$ cat src/rtl/dvp_pkg.sv
// ----------------------------------------------------------------------------
// dvp_pkg
//   Shared definitions for the DVP test-frame generator:
//   FSM state encoding, pattern_sel codes, RGB565 bar colours, and the
//   CRC-16-CCITT constants with a one-byte update helper (MSB first).
// ----------------------------------------------------------------------------
package dvp_pkg;

    typedef enum logic [2:0] {
        ST_IDLE   = 3'd0,
        ST_SYNC   = 3'd1,
        ST_BACK   = 3'd2,
        ST_ACTIVE = 3'd3,
        ST_FRONT  = 3'd4
    } state_t;

    localparam logic [1:0] PAT_BARS  = 2'd0;
    localparam logic [1:0] PAT_GRAD  = 2'd1;
    localparam logic [1:0] PAT_FILL  = 2'd2;
    localparam logic [1:0] PAT_CHECK = 2'd3;

    localparam logic [15:0] RGB_WHITE   = 16'hFFFF;
    localparam logic [15:0] RGB_YELLOW  = 16'hFFE0;
    localparam logic [15:0] RGB_CYAN    = 16'h07FF;
    localparam logic [15:0] RGB_GREEN   = 16'h07E0;
    localparam logic [15:0] RGB_MAGENTA = 16'hF81F;
    localparam logic [15:0] RGB_RED     = 16'hF800;
    localparam logic [15:0] RGB_BLUE    = 16'h001F;
    localparam logic [15:0] RGB_BLACK   = 16'h0000;

    localparam logic [15:0] CRC_POLY = 16'h1021;
    localparam logic [15:0] CRC_INIT = 16'hFFFF;

    // Shift one byte into the CRC, most significant bit first.
    function automatic logic [15:0] crc16_byte(input logic [15:0] crc,
                                               input logic [7:0]  b);
        logic [15:0] c;
        logic        fb;
        c = crc;
        for (int i = 7; i >= 0; i--) begin
            fb = c[15] ^ b[i];
            c  = {c[14:0], 1'b0};
            if (fb) begin
                c = c ^ CRC_POLY;
            end
        end
        return c;
    endfunction

endpackage

$ cat src/rtl/dvp_pixel_src.sv
// ----------------------------------------------------------------------------
// dvp_pixel_src
//   Combinational test-pattern source: (x, y, pattern, frame_cnt) -> RGB565.
//   Ports:
//     i_x, i_y      pixel coordinates within the active window
//     i_pattern     0 bars, 1 gradient, 2 frame-count fill, 3 checkerboard
//     i_frame_cnt   frame counter used by the fill pattern
//     o_pixel       16-bit RGB565 pixel
// ----------------------------------------------------------------------------
module dvp_pixel_src
    import dvp_pkg::*;
#(
    parameter int H_ACTIVE = 640
) (
    input  logic [15:0] i_x,
    input  logic [15:0] i_y,
    input  logic [1:0]  i_pattern,
    input  logic [7:0]  i_frame_cnt,
    output logic [15:0] o_pixel
);

    localparam int BAR_W = (H_ACTIVE / 8 > 0) ? H_ACTIVE / 8 : 1;

    logic [15:0] w_bar_idx;
    logic        w_unused_y;

    // Only the low five y bits feed any pattern.
    assign w_unused_y = ^i_y[15:5];

    always_comb begin
        w_bar_idx = i_x / 16'(BAR_W);
        o_pixel   = RGB_BLACK;
        case (i_pattern)
            PAT_BARS: begin
                // Any leftover columns past the eighth bar stay black.
                case (w_bar_idx)
                    16'd0:   o_pixel = RGB_WHITE;
                    16'd1:   o_pixel = RGB_YELLOW;
                    16'd2:   o_pixel = RGB_CYAN;
                    16'd3:   o_pixel = RGB_GREEN;
                    16'd4:   o_pixel = RGB_MAGENTA;
                    16'd5:   o_pixel = RGB_RED;
                    16'd6:   o_pixel = RGB_BLUE;
                    default: o_pixel = RGB_BLACK;
                endcase
            end
            PAT_GRAD:  o_pixel = {i_x[4:0], i_x[5:0], i_y[4:0]};
            PAT_FILL:  o_pixel = {i_frame_cnt, i_frame_cnt};
            default:   o_pixel = (i_x[3] ^ i_y[3]) ? RGB_WHITE : RGB_BLACK;
        endcase
    end

endmodule

$ cat src/rtl/dvp_frame_gen.sv
// ----------------------------------------------------------------------------
// dvp_frame_gen
//   Camera-side DVP transmitter producing OV7670-style frames (Vsyn, Href,
//   8-bit RGB565 bytes, high byte first) from internal test patterns.
//   Optional feature macro: DVP_FRAME_GEN_CRC_EN (CRC-16-CCITT of each
//   frame's Href bytes on frame_crc; otherwise frame_crc is 0).
//   Ports:
//     clk          byte clock, all outputs registered on posedge
//     rst          asynchronous reset, active low
//     capture      level, 1 = run frames back to back
//     pattern_sel  test pattern, latched at each frame start
//     Vsyn         frame sync, active high
//     Href         high during active data bytes only
//     data         pixel byte, 0 whenever Href is low
//     frame_done   one-cycle pulse on the last cycle of the front porch
//     busy         high from the first Vsyn cycle until back in idle
//     frame_crc    CRC of the last completed frame
//     o_dbg_state  current FSM state
//   Outputs are registered from the FSM/counters, so they trail the state
//   by one cycle: capture seen at edge t gives Vsyn/busy from edge t+1.
// ----------------------------------------------------------------------------
module dvp_frame_gen
    import dvp_pkg::*;
#(
    parameter int H_ACTIVE = 640,
    parameter int H_BLANK  = 144,
    parameter int V_SYNC   = 3,
    parameter int V_BACK   = 17,
    parameter int V_ACTIVE = 480,
    parameter int V_FRONT  = 10
) (
    input  logic        clk,
    input  logic        rst,
    input  logic        capture,
    input  logic [1:0]  pattern_sel,
    output logic        Vsyn,
    output logic        Href,
    output logic [7:0]  data,
    output logic        frame_done,
    output logic        busy,
    output logic [15:0] frame_crc,
    output state_t      o_dbg_state
);

    localparam int LINE_LEN = 2 * H_ACTIVE + H_BLANK;
    localparam int HW       = (LINE_LEN > 1) ? $clog2(LINE_LEN) : 1;
    localparam int V_MAX_A  = (V_SYNC > V_BACK) ? V_SYNC : V_BACK;
    localparam int V_MAX_B  = (V_ACTIVE > V_FRONT) ? V_ACTIVE : V_FRONT;
    localparam int V_MAX    = (V_MAX_A > V_MAX_B) ? V_MAX_A : V_MAX_B;
    localparam int VW       = $clog2(V_MAX + 1);

    localparam logic [HW-1:0] H_LAST = HW'(LINE_LEN - 1);
    localparam logic [HW:0]   H_DATA = (HW + 1)'(2 * H_ACTIVE);

    state_t          r_state;
    state_t          w_state_nx;
    logic [HW-1:0]   r_hcnt;
    logic [VW-1:0]   r_vcnt;
    logic [VW-1:0]   w_lines_m1;
    logic [1:0]      r_pattern;
    logic [7:0]      r_frame_cnt;
    logic            w_line_end;
    logic            w_state_end;
    logic            w_frame_start;
    logic            w_vsyn;
    logic            w_href;
    logic            w_frame_done;
    logic            w_busy;
    logic [15:0]     w_pixel;
    logic [7:0]      w_byte;

    logic            r_vsyn;
    logic            r_href;
    logic [7:0]      r_data;
    logic            r_frame_done;
    logic            r_busy;

    // ---------------- FSM: state register ----------------
    always_ff @(posedge clk or negedge rst) begin
        if (!rst) begin
            r_state <= ST_IDLE;
        end else begin
            r_state <= w_state_nx;
        end
    end

    // ---------------- FSM: next state ----------------
    always_comb begin
        case (r_state)
            ST_SYNC:   w_lines_m1 = VW'(V_SYNC - 1);
            ST_BACK:   w_lines_m1 = VW'(V_BACK - 1);
            ST_ACTIVE: w_lines_m1 = VW'(V_ACTIVE - 1);
            ST_FRONT:  w_lines_m1 = VW'(V_FRONT - 1);
            default:   w_lines_m1 = '0;
        endcase
    end

    assign w_line_end  = (r_hcnt == H_LAST);
    assign w_state_end = w_line_end && (r_vcnt == w_lines_m1);

    always_comb begin
        w_state_nx = r_state;
        case (r_state)
            ST_IDLE:   if (capture)     w_state_nx = ST_SYNC;
            ST_SYNC:   if (w_state_end) w_state_nx = ST_BACK;
            ST_BACK:   if (w_state_end) w_state_nx = ST_ACTIVE;
            ST_ACTIVE: if (w_state_end) w_state_nx = ST_FRONT;
            ST_FRONT:  if (w_state_end) w_state_nx = capture ? ST_SYNC : ST_IDLE;
            default:   w_state_nx = ST_IDLE;
        endcase
    end

    // A frame starts either from idle or directly out of the front porch.
    assign w_frame_start = capture &&
                           ((r_state == ST_IDLE) ||
                            ((r_state == ST_FRONT) && w_state_end));

    // ---------------- FSM: outputs (pre-register) ----------------
    always_comb begin
        w_vsyn       = (r_state == ST_SYNC);
        w_href       = (r_state == ST_ACTIVE) && ({1'b0, r_hcnt} < H_DATA);
        w_frame_done = (r_state == ST_FRONT) && w_state_end;
        w_busy       = (r_state != ST_IDLE);
        // Even hcnt carries the high byte of pixel hcnt>>1.
        w_byte       = r_hcnt[0] ? w_pixel[7:0] : w_pixel[15:8];
    end

    // ---------------- line / frame counters ----------------
    always_ff @(posedge clk or negedge rst) begin
        if (!rst) begin
            r_hcnt      <= '0;
            r_vcnt      <= '0;
            r_pattern   <= PAT_BARS;
            r_frame_cnt <= 8'd0;
        end else begin
            if (r_state == ST_IDLE) begin
                r_hcnt <= '0;
                r_vcnt <= '0;
            end else begin
                r_hcnt <= w_line_end ? '0 : r_hcnt + HW'(1);
                if (w_state_end) begin
                    r_vcnt <= '0;
                end else if (w_line_end) begin
                    r_vcnt <= r_vcnt + VW'(1);
                end
            end
            if (w_frame_start) begin
                r_pattern <= pattern_sel;
            end
            if (w_frame_done) begin
                r_frame_cnt <= r_frame_cnt + 8'd1;
            end
        end
    end

    dvp_pixel_src #(
        .H_ACTIVE (H_ACTIVE)
    ) u_pixel_src (
        .i_x         (16'(r_hcnt >> 1)),
        .i_y         (16'(r_vcnt)),
        .i_pattern   (r_pattern),
        .i_frame_cnt (r_frame_cnt),
        .o_pixel     (w_pixel)
    );

    // ---------------- registered DVP outputs ----------------
    always_ff @(posedge clk or negedge rst) begin
        if (!rst) begin
            r_vsyn       <= 1'b0;
            r_href       <= 1'b0;
            r_data       <= 8'h00;
            r_frame_done <= 1'b0;
            r_busy       <= 1'b0;
        end else begin
            r_vsyn       <= w_vsyn;
            r_href       <= w_href;
            r_data       <= w_href ? w_byte : 8'h00;
            r_frame_done <= w_frame_done;
            r_busy       <= w_busy;
        end
    end

    assign Vsyn        = r_vsyn;
    assign Href        = r_href;
    assign data        = r_data;
    assign frame_done  = r_frame_done;
    assign busy        = r_busy;
    assign o_dbg_state = r_state;

`ifdef DVP_FRAME_GEN_CRC_EN
    logic [15:0] r_crc_run;
    logic [15:0] r_crc_out;

    // The running CRC restarts during sync; it is complete long before the
    // front porch ends, so it is published together with frame_done.
    always_ff @(posedge clk or negedge rst) begin
        if (!rst) begin
            r_crc_run <= CRC_INIT;
            r_crc_out <= 16'h0000;
        end else begin
            if (r_state == ST_SYNC) begin
                r_crc_run <= CRC_INIT;
            end else if (w_href) begin
                r_crc_run <= crc16_byte(r_crc_run, w_byte);
            end
            if (w_frame_done) begin
                r_crc_out <= r_crc_run;
            end
        end
    end

    assign frame_crc = r_crc_out;
`else
    assign frame_crc = 16'h0000;
`endif

endmodule

$ cat config.mk
export PLATFORM = sky130hd
export DESIGN_NAME = dvp_frame_gen
export DESIGN_NICKNAME = d
export VERILOG_FILES = /design/src/rtl/dvp_pkg.sv /design/src/rtl/dvp_pixel_src.sv /design/src/rtl/dvp_frame_gen.sv
export SDC_FILE = /design/constraint.sdc
export NUM_CORES = 1
export LEC_CHECK = 0
export BUFFER_PORTS_ARGS = -buffer_cell sky130_fd_sc_hd__buf_4
export CAP_MARGIN = 20
export CORE_MARGIN = 10
export CORE_UTILIZATION = 55
export DETAILED_ROUTE_END_ITERATION = 7
export PLACE_DENSITY = 0.89
export SYNTH_ARGS = -nofsm -noshare
export SYNTH_HDL_FRONTEND = slang
export SYNTH_SLANG_ARGS = --single-unit
export TNS_END_PERCENT = 50
$ cat constraint.sdc
create_clock -name clk -period 3.1 [get_ports clk]
set_clock_uncertainty 0.1 [all_clocks]
set_input_delay 0 -clock clk [delete_from_list [all_inputs] [get_ports clk]]
set_output_delay 0 -clock clk [all_outputs]
set_load 0.01 [all_outputs]
; After elaboration in Yosys (flattened, before gate mapping)
; Index checks and enable logic that the tools add are counted.
[word_totals]
inputBits = 5
out_inout_bits = 31
register_bits = 45
[classes]
bitwise_logic = 1
n_div = 1
addsub = 3
magnitude_cmp = 1
muxes = 18
n_reduce_logical = 11
eq_ne = 19
[op_table]
columns = op, count
row1 = $pmux 16 s7, 1
row2 = $eq 16x3->1 const B, 3
row3 = $pmux 16 s3, 1
row4 = $pmux 9 s4, 1
row5 = $eq 16x2->1 const B, 2
row6 = $mux 9, 3
row7 = $mux 11, 2
row8 = $div 10x7->16 const B, 1
row9 = $eq 16x1->1 const B, 1
row10 = $logic_not 16->1, 1
row11 = $mux 16, 1
row12 = $mux 8, 2
row13 = $mux 3, 5
row14 = $pmux 3 s5, 1
row15 = $add 11x1->11 const B, 1
row16 = $eq 11x11->1 const B, 1
row17 = $lt 11x11->1 const B, 1
row18 = $ne 2x2->1 const B, 5
row19 = $add 9x1->9 const B, 1
row20 = $eq 9x9->1, 1
row21 = $add 8x1->8 const B, 1
row22 = $eq 3x2->1 const B, 2
row23 = $reduce_bool 3->1, 2
row24 = $reduce_and 5->1, 1
row25 = other kinds (10), 13

; Logic depth before layout (Yosys ltp)
[logic_depth]
word_depth = 7
mapped_depth = 8
mapped_depth_nobuf = 6

; Modules after synthesis
; From an unflattened synthesis, not the netlist that was laid out.
[unflattened]
hier_cells = 460
area_unflattened_um2 = 3933.8
[by_module_without_submodules]
columns = mod, n_inst, cells_per_inst, area_each_um2
row1 = dvp_frame_gen, 1, 259, 2547.4
row2 = dvp_pixel_src, 1, 201, 1386.3

; Worst setup path after synthesis
; No wires, ideal clock.
[synth_timing]
path_kind = reg-to-reg
start = register r_hcnt[0]
end = register r_state[1] (netlist: o_dbg_state[1])
setup_slack_ps = 902
period_less_slack_ps = 2198
arrival_ps = 1973
stages_incl_launch_ff = 9
n_path_buf = 2
t_required_ps = 2875
cell_sequence = dfrtp_1 > ha_1 > and3_1 > buf_4 > nand4_4 > nor4_2 > buf_6 > nand2_2 > mux2_4
[synth_via]
elab_chain_cells = 4
elab_cells_between_ends = 7
classes_between = eq/ne (5) / reduce/logical (2)
[synth_rtl]
columns = item, line
row1 = start: declaration, dvp_frame_gen.sv:57  ; logic [HW-1:0] r_hcnt;
row2 = start signal: assignment, dvp_frame_gen.sv:140  ; r_hcnt <= w_line_end ? '0 : r_hcnt + HW'(1);
row3 = $eq 11x11->1 (*), dvp_frame_gen.sv:98  ; assign w_line_end = (r_hcnt == H_LAST);
row4 = $logic_and 1x1->1 (*), dvp_frame_gen.sv:99  ; assign w_state_end = w_line_end && (r_vcnt == w_lines_m1);
row5 = $ne 2x2->1 (no line), n/a
row6 = $reduce_and 5->1 (no line) (*), n/a
row7 = end signal: assignment, dvp_frame_gen.sv:83  ; r_state <= w_state_nx;
row8 = end: declaration, dvp_frame_gen.sv:55  ; state_t r_state;
; Mark *: on every way between the ends. The rest lies on a longest branch, timed or not.
; A chain may end at the register's enable or synchronous reset.

; Worst setup path in the final report
[layout_timing]
start = register r_hcnt[0]
end = register r_state[0] (netlist: o_dbg_state[0])
; Same word-level chain as after synthesis.

==> run metrics <==
TritonCTS clock tree done; most common cell after layout, fill and taps aside dfrtp_1; top area cells in the synthesized netlist dfrtp_1, buf_4, nor2_1; area share of the largest cell type after synthesis 41.1%; vias 2130; Port Buffers 19; CP Data Required Time 3.18 ns; met3 Use GR 3.49%; critical-path cell list ha_1, and3_1, nand4_4, nor4_2, buf_4, nor2_1, or3_1; synthesized flop and latch total 45; Slew @ Worst Pin roughly 0.58 ns; Die ar. 8210 sq um; post-cts sizing count 0; final hold vios 0; GRT Total Usage 14.4%; Pwr Density 487 nW/um^2; Ports 36; post-synthesis cell area approximately 2700 sq um; FMAX about 0.38 GHz; WHS 0.140 ns; GR Overflow Total 0; asr flop ratio synth 100%; fin crit period 2.67 ns; latest clock arrival within the worst-skew pair 0.30 ns; root buffer cell clkbuf_8; Final Max Tran Viols 0; Wirelength per Cell between 15 and 20 um; sequential fraction of the synthesis area 41.1%; dpl cells 361; CP Buf/Inv Count 1; area of the multi-input gates around 1400 sq um; Core Rows 25; Vias/cell 5.71; routing usage on met1 17.0%; Worst R2R Setup Slack 0.43 ns; gpl congestion 0.845; RSZ-0062 raised after global routing false; cell taking the most area after synthesis dfrtp_1; vias in the first global route 2093; number of synthesized flops with an enable pin 0; area grow syn2layout 8.08%; Finished Layout Cells roughly 370; first-pass GRT wire length 9940 um; outcome finished, final reports clean; setup_tns 0 ns; clock buffer depth 2; Syn Area/Cell slightly above 9 sq um; initial core utilization a little under three fifths; GRT Max-Usage Layer met2; post-route DRC violation count 0; ANT nets after route 0; placed wire-length estimate 4190 um; final setup violation count 0; most used flip-flop cell after synthesis dfrtp_1; worst vdd ir 0.000287 V; initial antenna violation count 0; CTS Buf Count 5; Slowest-stage cell, CP nor4_2; worst min path class input pin to asynchronous set/reset pin; die width ~91 um; clock sinks 45; Starting DRT DRC Count 222; max_cap viols 0; synthesized netlist cell count between 200 and 300; H-Tree Depth 2; Routed WL 5790 um; Leak Pwr ~0.0013 uW; met2 usage a little under a quarter; share of cells above drive strength 1 around 14%; chip height 90.6 um; Placeable Area 4790 sq um; Layout Nets 313; Distinct cells, synth 64; Storage cell area 1130 sq um; Worst EP arrival 2.75 ns; CP startpoint kind register; CP endpoint kind register; most frequent cells in the layout dfrtp_1, nor2_1, nand2_1, buf_4, a21oi_1; max incr delay on CP about 0.50 ns; Rel. slew slack 61.1%; fill count 405; delay-heaviest family, CP simple AND/OR/NAND/NOR gates; Tcrit/Tclk final 86.0%; maximum number of pins on one net before global-route repair 46; ANT cells 0; first drt pass iteration count 4; WS Path Type register to register; Clock Pin Slew Worst Setup and Hold Paths around 0.08 ns; crit-path max FO 13; Synth Warn # 0
state kept, by name, summed over array words and instances, names as in the netlist:
name	count
data	8
o_dbg_state	3
Vsyn	1
busy	1
frame_done	1
Href	1
r_vcnt	9
r_hcnt	11
r_frame_cnt	8
r_pattern	2
where the power goes:
| group | switching (uW) | leakage (uW) | internal, uW |
|---|---|---|---|
| Clock | 195 | 0.0000585 | 263 |
| Combinational | 159 | 0.000674 | 110 |
| Sequential | 89.9 | 0.000604 | 628 |
| Total | 444 | 0.00134 | 1000 |
metal layers:
metal	share of wire (%)	wire, um
met4	3.2	184
met2	50	2900
met3	5.0	288
met1	42	2420
met5	0	0
cell type report:
cell class	count	area share, %
Clock inverter	1	1.01
Clock buffer	7	2.91
Tap cell	67	2.83
Timing Repair Buffer	25	6.67
Sequential cell	45	38.0
Multi-Input combinational cell	225	48.2
Inverter	3	0.380
kinds of logic (layout without fill, tap and decap cells):
| family | count (synthesis) | in the layout | share of synthesized area, % |
|---|---|---|---|
| simple gates | 119 | 119 | 25.2 |
| compound gates | 64 | 64 | 15.3 |
| flops | 45 | 45 | 41.1 |
| buf+inv | 38 | 36 | 8.90 |
| xor+xnor | 17 | 17 | 5.43 |
| mux | 6 | 6 | 2.51 |
| fa+ha+maj | 3 | 3 | 1.37 |
| other cells | 1 | 16 | 0.137 |
final timing paths:
| check | from | to | cells past startpoint |
|---|---|---|---|
| setup / recovery | r_hcnt[0] | o_dbg_state[0] | 7 |
| hold / removal | rst | r_hcnt[6] | 2 |
| setup reg to reg | r_hcnt[0] | o_dbg_state[0] | 7 |
| hold reg to reg | r_frame_cnt[7] | r_frame_cnt[7] | 1 |
| max in group asynchronous | rst | r_frame_cnt[0] | 2 |
| min in group clk | pattern_sel[0] | r_pattern[0] | 3 |
what timing repair did:
action | CTS | global route
hold endpoints to repair | 48 | 0
endpoints found under the setup margin | 0 | 0
hold buffers | 4 | 0
buffers inserted | 0 | 0
synthesized netlist by cell type, drive strengths merged, types with 4 or more instances:
cell type / count
nand3: 9
dfrtp: 45
a21oi: 18
nand2b: 5
buf: 25
and3: 5
nor2b: 4
nor4: 4
xnor2: 10
nand2: 23
nand4: 8
nor3: 7
clkbuf: 10
mux2: 4
nor2: 35
o21ai: 16
xor2: 7
a22oi: 5
stage by stage:
stage          worst slack (ns)  power (uW)  instance area, sq um  util, %
2_1_floorplan             0.902         931                  2800        -
3_3_place_gp              0.598         974                  2810     58.6
3_5_place_dp              0.474         985                  2810     58.6
4_1_cts                   0.447        1450                  2960     61.9
5_1_grt                   0.274        1530                  2960     61.9
6_report                  0.434        1440                  2960     61.9
Note: power is estimated with default switching activity, not from simulation.
